File: config.mk
export PLATFORM = sky130hd
export DESIGN_NAME = rf_access_arbiter_flat
export DESIGN_NICKNAME = d
export VERILOG_FILES = /design/src/rtl/rf_access_arbiter_pkg.sv /design/src/rtl/rf_access_arbiter_if.sv /design/src/rtl/rf_access_arbiter_rr_arbiter2.sv /design/src/rtl/rf_access_arbiter.sv /design/src/flat_wrapper.sv
export SDC_FILE = /design/constraint.sdc
export NUM_CORES = 1
export LEC_CHECK = 0
export BUFFER_PORTS_ARGS = -buffer_cell sky130_fd_sc_hd__buf_2
export CORE_MARGIN = 4
export CORE_UTILIZATION = 30
export DETAILED_ROUTE_END_ITERATION = 16
export SKIP_CTS_REPAIR_TIMING = 1
export SLEW_MARGIN = 25
export SYNTH_ARGS = -nofsm -noshare
export SYNTH_HDL_FRONTEND = slang
export SYNTH_SLANG_ARGS = --single-unit
File: constraint.sdc
create_clock -name Clk -period 1.9 [get_ports Clk]
set_input_delay 0.38 -clock Clk [delete_from_list [all_inputs] [get_ports Clk]]
set_output_delay 0.38 -clock Clk [all_outputs]
set_load 0.005 [all_outputs]
File: src/rtl/rf_access_arbiter_pkg.sv
// Shared types for the register-file access arbiter: FSM states and the
// captured transaction record.
package rf_arb_pkg;

    localparam int unsigned DATA_W = 16;
    localparam int unsigned ADDR_W = 4;

    typedef enum logic [1:0] {
        IDLE,
        EXEC,
        RESP
    } state_t;

    typedef struct packed {
        logic              we;
        logic [ADDR_W-1:0] raddr_a;
        logic [ADDR_W-1:0] raddr_b;
        logic [ADDR_W-1:0] waddr;
        logic [DATA_W-1:0] wdata;
        logic              owner;
    } txn_t;

endpackage

File: src/rtl/rf_access_arbiter_if.sv
// Requester handshake plus register-file bus seen by the arbiter.
// Index 0 is the processor datapath and index 1 is the host/debug port.
interface rf_access_arbiter_if #(
    parameter int unsigned DATA_W = rf_arb_pkg::DATA_W,
    parameter int unsigned ADDR_W = rf_arb_pkg::ADDR_W
);
    logic [1:0]        Req;
    logic [1:0]        We;
    logic [ADDR_W-1:0] RAddrA [2];
    logic [ADDR_W-1:0] RAddrB [2];
    logic [ADDR_W-1:0] WAddr  [2];
    logic [DATA_W-1:0] WData  [2];
    logic [1:0]        Gnt;
    logic [1:0]        Vld;
    logic [DATA_W-1:0] RDataA [2];
    logic [DATA_W-1:0] RDataB [2];
    logic              Busy;

    logic [DATA_W-1:0] RF_W_data;
    logic [ADDR_W-1:0] RF_W_addr;
    logic              RF_W_en;
    logic [ADDR_W-1:0] RF_R_addr0;
    logic [ADDR_W-1:0] RF_R_addr1;
    logic              RF_R_en0;
    logic              RF_R_en1;
    logic [DATA_W-1:0] RF_R_data0;
    logic [DATA_W-1:0] RF_R_data1;

    modport slave (
        input  Req, We, RAddrA, RAddrB, WAddr, WData, RF_R_data0, RF_R_data1,
        output Gnt, Vld, RDataA, RDataB, Busy,
               RF_W_data, RF_W_addr, RF_W_en,
               RF_R_addr0, RF_R_addr1, RF_R_en0, RF_R_en1
    );

    modport master (
        output Req, We, RAddrA, RAddrB, WAddr, WData, RF_R_data0, RF_R_data1,
        input  Gnt, Vld, RDataA, RDataB, Busy,
               RF_W_data, RF_W_addr, RF_W_en,
               RF_R_addr0, RF_R_addr1, RF_R_en0, RF_R_en1
    );

endinterface

File: src/rtl/rf_access_arbiter_rr_arbiter2.sv
// Combinational two-way round-robin pick; the pointer register lives in the
// parent.
module rr_arbiter2 (
    input  logic [1:0] req,
    input  logic       ptr,
    output logic       winner,
    output logic       valid
);

    always_comb begin
        valid  = |req;
        winner = (req == 2'b11) ? ptr : req[1];
    end

endmodule

File: src/rtl/rf_access_arbiter.sv
// Round-robin arbiter giving two requesters sequential access to a
// 2-read/1-write register file: accept -> EXEC (drive RF) -> RESP (report).
module rf_access_arbiter #(
    parameter int unsigned DATA_W = rf_arb_pkg::DATA_W,
    parameter int unsigned ADDR_W = rf_arb_pkg::ADDR_W
) (
    input logic           Clk,
    input logic           Reset,
    rf_access_arbiter_if.slave bus
);
    import rf_arb_pkg::*;

    state_t state;
    txn_t   txn;
    txn_t   nxt;
    logic   ptr;
    logic   win;
    logic   win_vld;

    rr_arbiter2 u_pick (
        .req    (bus.Req),
        .ptr    (ptr),
        .winner (win),
        .valid  (win_vld)
    );

    always_comb begin
        nxt         = '0;
        nxt.we      = bus.We[win];
        nxt.raddr_a = bus.RAddrA[win];
        nxt.raddr_b = bus.RAddrB[win];
        nxt.waddr   = bus.WAddr[win];
        nxt.wdata   = bus.WData[win];
        nxt.owner   = win;
    end

    // RF controls decode only the state and transaction registers, so
    // requester inputs never reach the register file directly.
    assign bus.RF_W_en    = (state == EXEC) &&  txn.we;
    assign bus.RF_R_en0   = (state == EXEC) && !txn.we;
    assign bus.RF_R_en1   = (state == EXEC) && !txn.we;
    assign bus.RF_W_addr  = txn.waddr[ADDR_W-1:0];
    assign bus.RF_W_data  = txn.wdata[DATA_W-1:0];
    assign bus.RF_R_addr0 = txn.raddr_a[ADDR_W-1:0];
    assign bus.RF_R_addr1 = txn.raddr_b[ADDR_W-1:0];
    assign bus.Busy       = (state != IDLE);

    always_ff @(posedge Clk) begin
        if (!Reset) begin
            state   <= IDLE;
            ptr     <= 1'b0;
            txn     <= '0;
            bus.Gnt <= '0;
            bus.Vld <= '0;
            for (int unsigned i = 0; i < 2; i++) begin
                bus.RDataA[i] <= '0;
                bus.RDataB[i] <= '0;
            end
        end else begin
            bus.Gnt <= '0;
            bus.Vld <= '0;
            unique case (state)
                IDLE, RESP: begin
                    if (win_vld) begin
                        txn          <= nxt;
                        ptr          <= ~win;
                        bus.Gnt[win] <= 1'b1;
                        state        <= EXEC;
                    end else begin
                        state <= IDLE;
                    end
                end
                EXEC: begin
                    if (!txn.we) begin
                        bus.RDataA[txn.owner] <= bus.RF_R_data0;
                        bus.RDataB[txn.owner] <= bus.RF_R_data1;
                    end
                    bus.Vld[txn.owner] <= 1'b1;
                    state              <= RESP;
                end
                default: state <= IDLE;
            endcase
        end
    end

endmodule

File: src/flat_wrapper.sv
// flat-port wrapper written by rule: the top's interface ports become plain ports
module rf_access_arbiter_flat import rf_arb_pkg::*;
#(
    parameter int unsigned DATA_W = rf_arb_pkg::DATA_W,
    parameter int unsigned ADDR_W = rf_arb_pkg::ADDR_W
)
  (Clk, Reset, bus_Req, bus_We, bus_RAddrA, bus_RAddrB, bus_WAddr, bus_WData, bus_RF_R_data0, bus_RF_R_data1, bus_Gnt, bus_Vld, bus_RDataA, bus_RDataB, bus_Busy, bus_RF_W_data, bus_RF_W_addr, bus_RF_W_en, bus_RF_R_addr0, bus_RF_R_addr1, bus_RF_R_en0, bus_RF_R_en1);
  rf_access_arbiter_if #(.DATA_W(DATA_W), .ADDR_W(ADDR_W)) bus_i ();
  input logic Clk;
  input logic Reset;
  input wire logic [$bits(bus_i.Req)-1:0] bus_Req;
  input wire logic [$bits(bus_i.We)-1:0] bus_We;
  input wire logic [$bits(bus_i.RAddrA)-1:0] bus_RAddrA;
  input wire logic [$bits(bus_i.RAddrB)-1:0] bus_RAddrB;
  input wire logic [$bits(bus_i.WAddr)-1:0] bus_WAddr;
  input wire logic [$bits(bus_i.WData)-1:0] bus_WData;
  input wire logic [$bits(bus_i.RF_R_data0)-1:0] bus_RF_R_data0;
  input wire logic [$bits(bus_i.RF_R_data1)-1:0] bus_RF_R_data1;
  output wire logic [$bits(bus_i.Gnt)-1:0] bus_Gnt;
  output wire logic [$bits(bus_i.Vld)-1:0] bus_Vld;
  output wire logic [$bits(bus_i.RDataA)-1:0] bus_RDataA;
  output wire logic [$bits(bus_i.RDataB)-1:0] bus_RDataB;
  output wire logic [$bits(bus_i.Busy)-1:0] bus_Busy;
  output wire logic [$bits(bus_i.RF_W_data)-1:0] bus_RF_W_data;
  output wire logic [$bits(bus_i.RF_W_addr)-1:0] bus_RF_W_addr;
  output wire logic [$bits(bus_i.RF_W_en)-1:0] bus_RF_W_en;
  output wire logic [$bits(bus_i.RF_R_addr0)-1:0] bus_RF_R_addr0;
  output wire logic [$bits(bus_i.RF_R_addr1)-1:0] bus_RF_R_addr1;
  output wire logic [$bits(bus_i.RF_R_en0)-1:0] bus_RF_R_en0;
  output wire logic [$bits(bus_i.RF_R_en1)-1:0] bus_RF_R_en1;
  assign bus_i.Req = bus_Req;
  assign bus_i.We = bus_We;
  assign bus_i.RAddrA = {>>{bus_RAddrA}};
  assign bus_i.RAddrB = {>>{bus_RAddrB}};
  assign bus_i.WAddr = {>>{bus_WAddr}};
  assign bus_i.WData = {>>{bus_WData}};
  assign bus_i.RF_R_data0 = bus_RF_R_data0;
  assign bus_i.RF_R_data1 = bus_RF_R_data1;
  assign bus_Gnt = bus_i.Gnt;
  assign bus_Vld = bus_i.Vld;
  assign bus_RDataA = {>>{bus_i.RDataA}};
  assign bus_RDataB = {>>{bus_i.RDataB}};
  assign bus_Busy = bus_i.Busy;
  assign bus_RF_W_data = bus_i.RF_W_data;
  assign bus_RF_W_addr = bus_i.RF_W_addr;
  assign bus_RF_W_en = bus_i.RF_W_en;
  assign bus_RF_R_addr0 = bus_i.RF_R_addr0;
  assign bus_RF_R_addr1 = bus_i.RF_R_addr1;
  assign bus_RF_R_en0 = bus_i.RF_R_en0;
  assign bus_RF_R_en1 = bus_i.RF_R_en1;
  rf_access_arbiter #(.DATA_W(DATA_W), .ADDR_W(ADDR_W)) u_core (.Clk(Clk), .Reset(Reset), .bus(bus_i));
endmodule
### Yosys cells after proc, flatten, opt, wreduce, memory -nomap -nowiden

Index checks and enable logic that the tools add are counted.

| storage, ports and cells | value |
|---|---|
| bits in registers | 101 |
| output and inout bits | 100 |
| word-level logic and storage cells | 67 |

| operators by class | value |
|---|---|
| magnitude comparators | 7 |
| equality and inequality tests | 3 |
| muxes and demuxes | 25 |
| bitwise logic cells | 4 |
| reduce and logical (&&, ||, !) cells | 14 |

Operators with widths:

| operator | count |
|---|---|
| bitwise mux 32 bit | 2 |
| two-way mux 16 bit | 4 |
| two-way mux 4 bit | 9 |
| demux 16 bit (select 1 bit) | 1 |
| two-way mux 1 bit | 6 |
| AND reduction 2 bit | 3 |
| logical AND 1 bit | 5 |
| == test 2 bit, second input constant | 2 |
| greater-or-equal comparator 2 bit, second input constant | 2 |
| less-than comparator 1 x 2 -> 1 bit, second input constant | 2 |
| NOT 1 -> 2 bit | 2 |
| case mux 2 bit (2 select lines) | 1 |
| OR reduction 2 bit | 2 |
| AND reduction 3 bit | 1 |
| demux 1 bit (select 1 bit) | 2 |
| == test 2 x 1 -> 1 bit, second input constant | 1 |
| greater-or-equal comparator 1 bit, second input constant | 2 |
| zero test 2 bit | 1 |
| less-than comparator 2 x 1 -> 1 bit, second input constant | 1 |
| NOT 1 bit | 2 |
| nonzero test 2 bit | 1 |
| zero test 1 bit | 1 |

### Logic depth before layout (Yosys ltp)

| depth | value |
|---|---|
| word-level depth | 6 |
| mapped depth | 5 |
| gate-level depth less buffers | 3 |

### Modules after synthesis

A second synthesis with hierarchy kept.

| unflattened totals | value |
|---|---|
| cell total of the unflattened synthesis | 472 |
| area, all modules | 4221.5 um^2 |

By module, submodules not included:

| module | times used | cells an instance | area an instance (um^2) |
|---|---|---|---|
| rf_access_arbiter | 1 | 469 | 4204.0 |
| rr_arbiter2 | 1 | 3 | 17.5 |

### Worst setup path after synthesis

No wires, ideal clock.

| timing | value |
|---|---|
| path kind | flip-flop to flip-flop |
| start | reg u_core.state[0] |
| end | reg u_core.bus.RDataA[18] |
| data arrival time | 1263 ps |
| data required time | 1785 ps |
| setup slack | 522 ps |
| stages on the path, launching flop included | 6 |
| cells stage by stage | dfxtp_1 > or4b_1 > buf_6 > buf_6 > nand3_2 > o21ai_2 |

| between the ends | value |
|---|---|
| word-level cells in the longest chain between the ends | 2 |

RTL lines:

| item | RTL line | RTL |
|---|---|---|
| from (decl) | rf_access_arbiter.sv:13 | `state_t state;` |
| from (signal assigned) | rf_access_arbiter.sv:50 | `state <= IDLE;` |
| from (signal assigned) | rf_access_arbiter.sv:68 | `state <= EXEC;` |
| from (signal assigned) | rf_access_arbiter.sv:70 | `state <= IDLE;` |
| == test 2 x 1 -> 1 bit | rf_access_arbiter.sv:62 | `unique case (state)` |
| AND reduction 2 bit (no source line) | -- |  |
| to (signal, indexed assignment) | rf_access_arbiter.sv:75 | `bus.RDataA[txn.owner] <= bus.RF_R_data0;` |
| to (decl) | rf_access_arbiter_if.sv:31 | `output Gnt, Vld, RDataA, RDataB, Busy,` |

Every way passes these cells.
A chain may end at the register's enable or synchronous reset.

### Worst setup path after layout

| timing | value |
|---|---|
| start | reg u_core.state[0] |
| end | out bus_RF_R_en1 |

| between the ends | value |
|---|---|
| word-level cells in the longest chain between the ends | 2 |

RTL lines:

| item | RTL line | RTL |
|---|---|---|
| == test 2 x 1 -> 1 bit | rf_access_arbiter.sv:41 | `assign bus.RF_R_en1 = (state == EXEC) && !txn.we;` |
| logical AND 1 bit | rf_access_arbiter.sv:41 |  |
| to (decl) | flat_wrapper.sv:30 | `output wire logic [$bits(bus_i.RF_R_en1)-1:0] bus_RF_R_en1;` |

Every way passes these cells.

==> summary.md <==
| Metric | Value |
|---|---|
| Overall track demand over capacity in global routing | `0.142` |
| Htree depth | `3` |
| # port buffers | `193` |
| Yosys synthesis warning count | `0` |
| Cells after DPL | `830` |
| Count of non-filler cells in the finished layout | `846` |
| Clock buffers created by TritonCTS | `9` |
| Sequential-to-total area share from yosys stat | `0.459` |
| Worst-case clock buffer depth | `2` |
| Vias | `4107` |
| Slew Limit Fails | `0` |
| Clock skew after layout | `0.00890 ns` |
| Register bit total from synthesis | `101` |
| Final worst-path cycle share | `0.868` |
| Floorplan core area | `14500 sq um` |
| CTS root buf | `clkbuf_16` |
| Ratio of cells with drive above 1 in the final layout | `0.443` |
| Number of nets still failing antenna checks after routing | `0` |
| Top cell type's share of synthesized area | `0.459` |
| Antenna diode count | `0` |
| Leakage Power | `2.48 nW` |
| Reg-to-reg critical path startpoint | `u_core.state[0]` |
| Clock-pin slew on the worst setup and hold paths | `0.07 ns` |
| DRC errors left | `0` |
| Clock tree from TritonCTS | `done` |
| Initial core utilization | `0.304` |
| Gate Count Post-Synth | `515` |
| Fraction of the core area covered by cells at the end of the flow | `0.389` |
| Number of top-level design ports | `194` |
| Total power draw | `4.85 mW` |
| Area Overhead vs Synth | `27.7%` |
| Placer congestion estimate | `0.717` |
| Kind of critical path | `reg -> out` |
| Area enclosed by the die boundary | `16700 sq um` |
| Fin Setup TNS | `0 ns` |
| Synthesized area | `4410 sq um` |
| First drt pass iteration count | `5` |
| Wire length of the first global-routing pass | `19100 um` |
| Width of the chip | `129 um` |
| Total count of hold-check failures in the final report | `0` |
| Via count of the first global-routing pass | `3801` |
| WP data required | `1.52 ns` |
| Cells along the critical path | `inv_1 -> nor3_2 -> buf_2` |
| Cell Rows | `44` |
| Normalized max-slew margin | `0.692` |
| Maximum achievable frequency | `607 MHz` |
| Setup-violating endpoint count in the final report | `0` |
| Minimum period implied by the final worst setup slack | `1.65 ns` |
| Clock latency at the later pin of the worst-skew pair | `0.35 ns` |
| Height of the die | `129 um` |
| Main area contributors after synthesis | `dfxtp_1 46%, o21ai_0 10%, nand3_2 6.4%` |
| Critical path startpoint | `u_core.state[0]` |
| CP Buf/Inv Count | `2` |
| Area of placed instances | `5330 sq um` |
| Finished layout cell area | `5630 sq um` |
| Hold_ws | `0.259 ns` |
| Maximum VDD drop | `0.000381 V` |
| Startpoint type of the worst setup path | `flop` |
| RSZ-0062 raised after global routing | `false` |
| Mean post-synth cell area | `8.55 sq um` |
| Arrival time at the worst endpoint | `1.27 ns` |
| Synth unique cells | `26` |
| Post-synth top area cell | `dfxtp_1` |
| Run status | `completed` |
| Number of maximum-capacitance violations | `0` |
| Final layout net count | `751` |
| Count of clock tree sinks | `101` |
| Hold WC Path Type | `in -> reg` |
| Pre-CTS setup slack | `0.295 ns` |
| Critical path fanouts, max | `9` |
| Type of destination of the critical path | `output port` |
| Startpoint of the tightest hold check path | `bus_RF_R_data1[15]` |
| Net count after synthesis | `609` |
| Total detailed-routing wirelength | `12200 um` |
| Slew at the pin with the worst max-slew slack | `0.461 ns` |
| Power per cell area | `862 nW/um^2` |
| Worst path setup slack after routing | `0.252 ns` |
| Vias per inst | `4.85` |
| Highest-delay cell along the critical path | `dfxtp_1` |
| Pin count of the biggest net entering global routing | `65` |
| Average detailed-routed wire length per instance | `14.4 um` |
| HPWL after detailed placement | `8650 um` |
| Antenna violations before repair | `0` |
| Count of routing violations after the opening detailed-route iteration | `207` |
| Crit-path max cell delay | `0.45 ns` |
| Top delay family on crit path | `flip-flops` |
| Total gr overflow | `0` |
cell families after synthesis:
group	synth area share
simple gates	0.181
buf+inv	0.111
compound gates	0.249
flops	0.459
where the power goes:
| part | switching [mW] | internal (mW) | total (mW) |
|---|---|---|---|
| sequential | 0.0735 | 2.24 | 2.31 |
| clock | 0.868 | 0.945 | 1.81 |
| combinational | 0.413 | 0.309 | 0.723 |
| total | 1.35 | 3.50 | 4.85 |
final cells by class:
type / count / area (sq um)
timing repair buffer: 211 / 1150
inverter: 5 / 18.8
tap: 184 / 230
multi-input combinational: 329 / 1910
clock buffer: 10 / 239
clock inverter: 6 / 57.6
sequential: 101 / 2020
fill: 1504 / 8850
worst paths after layout:
check	slack, ns	end	cells after the start
worst max-delay path	0.25	bus_RF_R_en1	3
worst min-delay path	0.26	u_core.bus.RDataB[15]	3
worst max register to register	0.28	u_core.bus.RDataA[31]	4
worst min register to register	0.45	u_core.bus.RDataB[22]	2
worst min-delay path, stage by stage:
cell and delay [ns]:
buf_2 0.09, nand3_1 0.05, o21ai_0 0.06
cell usage after synthesis (all sizes together):
cell type and number:
o32ai 1, or2 1, a31oi 29, nand2b 1
a311oi 1, buf 46, inv 5, clkbuf 34
nand2 66, o21bai 1, and4bb 1, a21oi 30
nor2 3, o21ba 1, and2 3, nand3 64
o21ai 122, dfxtp 101, or4b 1, nor3 2
nor2b 2
state kept, by name (all words and copies together) (netlist names):
| name | count |
|---|---|
| u_core.bus.Gnt | 2 |
| u_core.state | 2 |
| u_core.bus.RF_R_addr0 | 4 |
| u_core.bus.RF_W_data | 16 |
| u_core.bus.Vld | 2 |
| u_core.ptr | 1 |
| u_core.bus.RDataB | 32 |
| u_core.bus.RF_W_addr | 4 |
| u_core.bus.RF_R_addr1 | 4 |
| u_core.txn | 2 |
| u_core.bus.RDataA | 32 |
cell usage in the layout, fill, tap and decap left out:
cell,Yosys,final
or4b_4,0,1
o21ba_2,1,1
nand2_1,66,66
and4bb_2,1,1
nor2b_1,2,2
a311oi_1,1,1
and2_1,3,3
o21bai_2,0,1
nor3_1,2,1
inv_6,0,1
a31oi_1,29,29
dfxtp_1,101,101
buf_2,8,192
o21ai_2,32,32
clkbuf_16,0,9
clkinv_8,0,1
buf_4,29,15
nand3_1,36,36
o21ai_0,90,90
a21oi_1,30,30
clkbuf_8,0,1
nor3_2,0,1
nand3_2,28,28
inv_1,5,5
nor2_1,3,3
o32ai_1,1,1
buf_12,0,4
or2_2,1,1
nand2b_1,1,1
clkinv_4,0,2
clkinvlp_4,0,2
metal layers:
metal  wire length (um)  vias to the layer above  track usage
met1               5460                     1849        0.188
met4                139                        0       0.0500
met3               1210                       10       0.0429
li1                   -                     2056            -
met5                  0                        -            0
met2               5400                      192        0.222
Power figures use the tool's default switching activity.
